**src/rtl/game_timer_arbiter.sv**
```systemverilog
// game_timer_arbiter: one prescaled countdown timer shared round-robin by
// NUM_REQ game-logic requesters (level delay, respawn delay, invulnerability).
// Each requester posts a duration in ticks and gets a one-cycle expire pulse
// when its granted countdown completes.
module game_timer_arbiter #(
  parameter int NUM_REQ  = 3,
  parameter int TICK_DIV = 500000,
  parameter int DUR_W    = 11
) (
  input  logic                     clk,
  input  logic                     resetN,
  input  logic                     pause,
  input  logic [NUM_REQ-1:0]       req,
  input  logic [NUM_REQ*DUR_W-1:0] dur,
  input  logic [NUM_REQ-1:0]       cancel,
  output logic [NUM_REQ-1:0]       expire,
  output logic [NUM_REQ-1:0]       pending,
  output logic                     busy,
  output logic [1:0]               active_id,
  output logic [DUR_W-1:0]         remaining
);

  localparam int PRE_W = $clog2(TICK_DIV);
  localparam logic [PRE_W-1:0] PRE_LAST = PRE_W'(TICK_DIV - 1);

  typedef enum logic [1:0] {IDLE, LOAD, COUNT, DONE} state_t;

  state_t               state_q;
  logic [NUM_REQ-1:0]   pending_q;
  logic [NUM_REQ-1:0]   pending_d;
  logic [NUM_REQ-1:0]   expire_q;
  logic [DUR_W-1:0]     dur_q [NUM_REQ];
  logic [DUR_W-1:0]     dur_d [NUM_REQ];
  logic [1:0]           active_id_q;
  logic [1:0]           rr_q;
  logic [DUR_W-1:0]     remaining_q;
  logic [PRE_W-1:0]     presc_q;
  logic                 active_live;
  logic [3:0]           eligible;
  logic                 grant_vld;
  logic [1:0]           grant_idx;

  // A zero duration would never reach the remaining==1 completion point.
  function automatic logic [DUR_W-1:0] norm_dur(input logic [DUR_W-1:0] d);
    return (d == '0) ? DUR_W'(1) : d;
  endfunction

  // (base + off) mod NUM_REQ for off in 1..NUM_REQ.
  function automatic logic [1:0] wrap_idx(input logic [1:0] base, input int off);
    int s;
    s = int'(base) + off;
    if (s >= NUM_REQ) s = s - NUM_REQ;
    return 2'(s);
  endfunction

  function automatic logic [NUM_REQ-1:0] onehot(input logic [1:0] sel);
    logic [3:0] t;
    t = 4'b0001 << sel;
    return t[NUM_REQ-1:0];
  endfunction

  assign active_live = (state_q == LOAD) || (state_q == COUNT);

  // Latch new requests, honour cancels (cancel beats req), drop the granted bit in LOAD.
  always_comb begin
    pending_d = pending_q;
    for (int i = 0; i < NUM_REQ; i++) begin
      dur_d[i] = dur_q[i];
      if (cancel[i]) begin
        pending_d[i] = 1'b0;
      end else if (req[i] && !pending_q[i] &&
                   !(active_live && (active_id_q == 2'(i)))) begin
        pending_d[i] = 1'b1;
        dur_d[i]     = norm_dur(dur[i*DUR_W +: DUR_W]);
      end
    end
    if (state_q == LOAD) pending_d[active_id_q] = 1'b0;
  end

  // Round-robin pick: first eligible index after rr_q, wrapping back to rr_q last.
  always_comb begin
    eligible  = 4'(pending_q & ~cancel);
    grant_vld = 1'b0;
    grant_idx = 2'd0;
    for (int off = NUM_REQ; off >= 1; off--) begin
      if (eligible[wrap_idx(rr_q, off)]) begin
        grant_vld = 1'b1;
        grant_idx = wrap_idx(rr_q, off);
      end
    end
  end

  // Request table registers.
  always_ff @(posedge clk or negedge resetN) begin
    if (!resetN) begin
      pending_q <= '0;
      for (int i = 0; i < NUM_REQ; i++) dur_q[i] <= '0;
    end else begin
      pending_q <= pending_d;
      for (int i = 0; i < NUM_REQ; i++) dur_q[i] <= dur_d[i];
    end
  end

  // Timer FSM. DONE also arbitrates so a queued request reaches LOAD without
  // an extra idle cycle, keeping back-to-back expires 2 + dur*TICK_DIV apart.
  always_ff @(posedge clk or negedge resetN) begin
    if (!resetN) begin
      state_q     <= IDLE;
      expire_q    <= '0;
      active_id_q <= 2'd0;
      rr_q        <= 2'd0;
      remaining_q <= '0;
      presc_q     <= '0;
    end else begin
      expire_q <= '0;
      unique case (state_q)
        IDLE: begin
          remaining_q <= '0;
          if (grant_vld) begin
            active_id_q <= grant_idx;
            state_q     <= LOAD;
          end
        end
        LOAD: begin
          if (cancel[active_id_q]) begin
            remaining_q <= '0;
            state_q     <= IDLE;
          end else begin
            remaining_q <= dur_q[active_id_q];
            presc_q     <= '0;
            rr_q        <= active_id_q;
            state_q     <= COUNT;
          end
        end
        COUNT: begin
          if (cancel[active_id_q]) begin
            remaining_q <= '0;
            presc_q     <= '0;
            state_q     <= IDLE;
          end else if (!pause) begin
            if (presc_q == PRE_LAST) begin
              presc_q <= '0;
              if (remaining_q == DUR_W'(1)) begin
                remaining_q <= '0;
                expire_q    <= onehot(active_id_q);
                state_q     <= DONE;
              end else begin
                remaining_q <= remaining_q - 1'b1;
              end
            end else begin
              presc_q <= presc_q + 1'b1;
            end
          end
        end
        DONE: begin
          remaining_q <= '0;
          if (grant_vld) begin
            active_id_q <= grant_idx;
            state_q     <= LOAD;
          end else begin
            state_q <= IDLE;
          end
        end
        default: state_q <= IDLE;
      endcase
    end
  end

  assign expire    = expire_q;
  assign pending   = pending_q;
  assign busy      = (state_q != IDLE);
  assign active_id = active_id_q;
  assign remaining = remaining_q;

endmodule

```
**config.mk**
```make
export PLATFORM = sky130hd
export DESIGN_NAME = game_timer_arbiter
export DESIGN_NICKNAME = d
export VERILOG_FILES = /design/src/rtl/game_timer_arbiter.sv
export SDC_FILE = /design/constraint.sdc
export NUM_CORES = 1
export LEC_CHECK = 0
export ABC_AREA = 1
export BUFFER_PORTS_ARGS = -buffer_cell sky130_fd_sc_hd__buf_2
export CELL_PAD_IN_SITES_DETAIL_PLACEMENT = 1
export CELL_PAD_IN_SITES_GLOBAL_PLACEMENT = 2
export CORE_MARGIN = 3
export CORE_UTILIZATION = 32
export DETAILED_ROUTE_END_ITERATION = 8
export PLACE_DENSITY_LB_ADDON = 0.1
export SYNTH_ARGS = -nofsm -noshare
export SYNTH_HDL_FRONTEND = slang
export SYNTH_SLANG_ARGS = --single-unit
export TNS_END_PERCENT = 30
```
**constraint.sdc**
```tcl
create_clock -name clk -period 2.7 [get_ports clk]
set_clock_uncertainty 0.15 [all_clocks]
set_input_delay 0.54 -clock clk [delete_from_list [all_inputs] [get_ports clk]]
set_output_delay 0.54 -clock clk [all_outputs]
set_load 0.02 [all_outputs]
```
==> key figures <==
STA
  • Hold Slack: 0.0345 ns
  • Hold Vio Cnt, Final: 0
  • Tmin final: 2.37 ns
  • Worst-margin pin slew: ~0.57 ns
  • Setup-failing EPs final: 0
  • Max-slew violation count: 0
  • Max Freq: around 420 MHz
  • Relative slew margins: 61.9%
  • Final period utilization: 87.8%
  • RSZ-0062 raised after global routing: no
  • Setup TNS Final: 0 ns

CTS
  • Clk Latency, worst-skew pair: 0.35 ns
  • Clock Sinks: 75
  • Hold-fix buffers at CTS: 0
  • Post-CTS sizing: 0
  • CTS Buf Count: 9
  • Number of setup buffers added after CTS: 0
  • CTS tree: done
  • Root Driver: clkbuf_16
  • H-Tree Depth: 3
  • Longest Clk Path Bufs: 2
  • Clock transition at path regs: approximately 0.060 ns

Setup path
  • Crit Reg-Reg Startpoint: state_q[0]$_DFFE_PN0P_
  • Critical path arrival: between 2 and 2.5 ns
  • Worst EP required: 2.80 ns
  • R2R cell count: 8
  • WS Path Type: register to register
  • Worst setup SP type: register
  • Critical Path Start: state_q[0]$_DFFE_PN0P_
  • Critical Path Fanout Max: 11
  • Crit. End Element: register

Synthesis
  • Largest area contributor in the netlist: dfrtp_1
  • Synth warn: 0
  • Post-Syn Area: 0.00452 mm2
  • Register bit total from synthesis: 75
  • Sequential cell area fraction in the yosys report: 41.5%
  • Post-Syn Instances: between 600 and 700
  • Syn Nets: 699
  • Synth area leaders: dfrtp_1 42%, nand2_1 20%, nor2_1 6.5%, nand3_1 5.8%, inv_1 5.5%
  • Post-synthesis area per instance: around 7 um2
  • Distinct cells, synth: 34
  • Post-synth top area share: a little over 40%

Global routing
  • Largest net degree at the start of global routing: 43
  • Grt ovf: 0
  • Vias in the first global route: 4,647
  • Gr usage total: 18.8%
  • Antenna violations before repair: 0
  • First-pass GRT wire length: 23,700 um

Floorplanning
  • Starting Density: 33.5%
  • Die X: 125 um
  • Die Span Y: 125 um
  • I/O pin cnt: 62
  • Cell row count: 42
  • Die area: 0.0156 mm2
  • Core area: roughly 0.014 mm2

Place
  • HPWL Detailed: 10,900 um
  • GPL Wtd Cong: 0.840
  • PortBufs: between 60 and 70

Route
  • DR iter-0 viols: about 230
  • DR pass1 iterations: 4
  • Average wire per standard cell: 15.8 um
  • Drt via density: 4.87
  • Vias: 4,347
  • WL final: between 10,000 and 15,000 um
  • Antenna viol nets, final: 0
  • DRC: 0

Run
  • Max-cap violations: 0

Hold path
  • Hold Crit Class: primary input to async pin

Layout
  • Post-layout util: 39.5%
  • Area Growth Syn to Fin: 18.0%
  • Share of layout cells above drive strength 1: about 14%
  • Nets@finish: 764
  • Final antenna diode count: 0

Pwr
  • VDD IR max: 0.527 mV
  • Power per cell area: 1080 mW/mm2
  • Leak Pwr: 2.79 nW

Outcome
  • Status: complete, no violations
[layout by cell type (no fill, tap or decap), drive strengths merged, types with 3 or more instances in the layout]
master / count
nand4: 9
nand3: 55
a22oi: 4
ha: 11
nor3: 9
xnor2: 3
a21oi: 5
nand2: 240
xor2: 8
o21ai: 39
nor2: 81
dfrtp: 75
o21bai: 4
clkbuf: 10
buf: 72
inv: 71
nor4: 6
nand3b: 3
[state kept, by name, indices dropped and copies added (netlist names)]
signal,count
expire,3
remaining,11
dur_q,33
pending,3
state_q,2
active_id,2
presc_q,19
rr_q,2
[where the power goes]
group          internal (mW)  total (mW)  switching [mW]
clock                  0.724        1.24           0.517
sequential              1.49        1.79           0.303
combinational          0.915        2.75            1.83
total                   3.13        5.78            2.66
[critical path, stage by stage, from the launching register on]
cell	delay (ns)
dfrtp_1	0.42
inv_1	0.10
ha_1	0.41
inv_1	0.16
nor2_4	0.20
nand3_1	0.39
o21ai_0	0.30
nand2_1	0.07
o21ai_0	0.08
[worst paths after layout]
check | endpoint | slack, ns
worst min register to register | dur_q[31]$_DFFE_PN0P_ | 0.33
worst max register to register | remaining[6]$_DFFE_PN0P_ | 0.33
worst max-delay path | remaining[6]$_DFFE_PN0P_ | 0.33
worst min-delay path | expire[2]$_DFF_PN0_ | 0.03
max in group asynchronous | remaining[4]$_DFFE_PN0P_ | 1.74
min in group clk | dur_q[29]$_DFFE_PN0P_ | 0.25
[Yosys cell counts (all sizes together)]
cell / instances
a21oi: 5
a22oi: 4
a31oi: 2
buf: 9
clkbuf: 9
clkinv: 1
dfrtp: 75
ha: 11
inv: 69
nand2: 240
nand3: 55
nand3b: 3
nand4: 9
nor2: 81
nor3: 9
nor3b: 2
nor4: 6
o211ai: 2
o21ai: 39
o21bai: 4
xnor2: 3
xor2: 8
[cell families (layout without fill, tap and decap cells)]
family                   after synthesis  in the layout  share of synthesized area (%)
XOR/XNOR                              11             11                           2.13
flip-flops                            75             75                           41.5
AND/OR/NAND/NOR                      405            405                           37.9
buffers and inverters                 88            158                           8.00
adder cells (fa/ha/maj)               11             11                           3.05
AO/OA/AOI/OAI                         56             56                           7.39
[per-layer routing]
metal  GRT usage [%]  vias to the layer above  share of wire (%)
li1                -                     2168                  -
met1            24.4                     2104                 47
met2            31.8                       57                 48
met3            3.64                       18                3.0
met4            5.48                        0                1.8
met5               0                        -                  0
[area by class of cell]
type,count,area [um2]
Clock buffer,10,229
Clock inverter,6,71.3
Fill cell,1717,8180
Inverter,70,263
Multi-Input combinational cell,483,2280
Sequential cell,75,1880
Tap cell,176,220
Timing Repair Buffer,72,390
[per-stage QoR]
stage,total power [mW],worst slack (ns),cells,instance area [um2]
after floorplan,3.75,0.730,646,4520
after global placement,4.53,0.459,876,5030
after detailed placement,4.61,0.330,876,5030
after CTS,5.88,0.315,892,5330
after global routing,6.36,0.0487,892,5330
final,5.78,0.329,892,5330
Note: power is estimated with default switching activity, not from simulation.
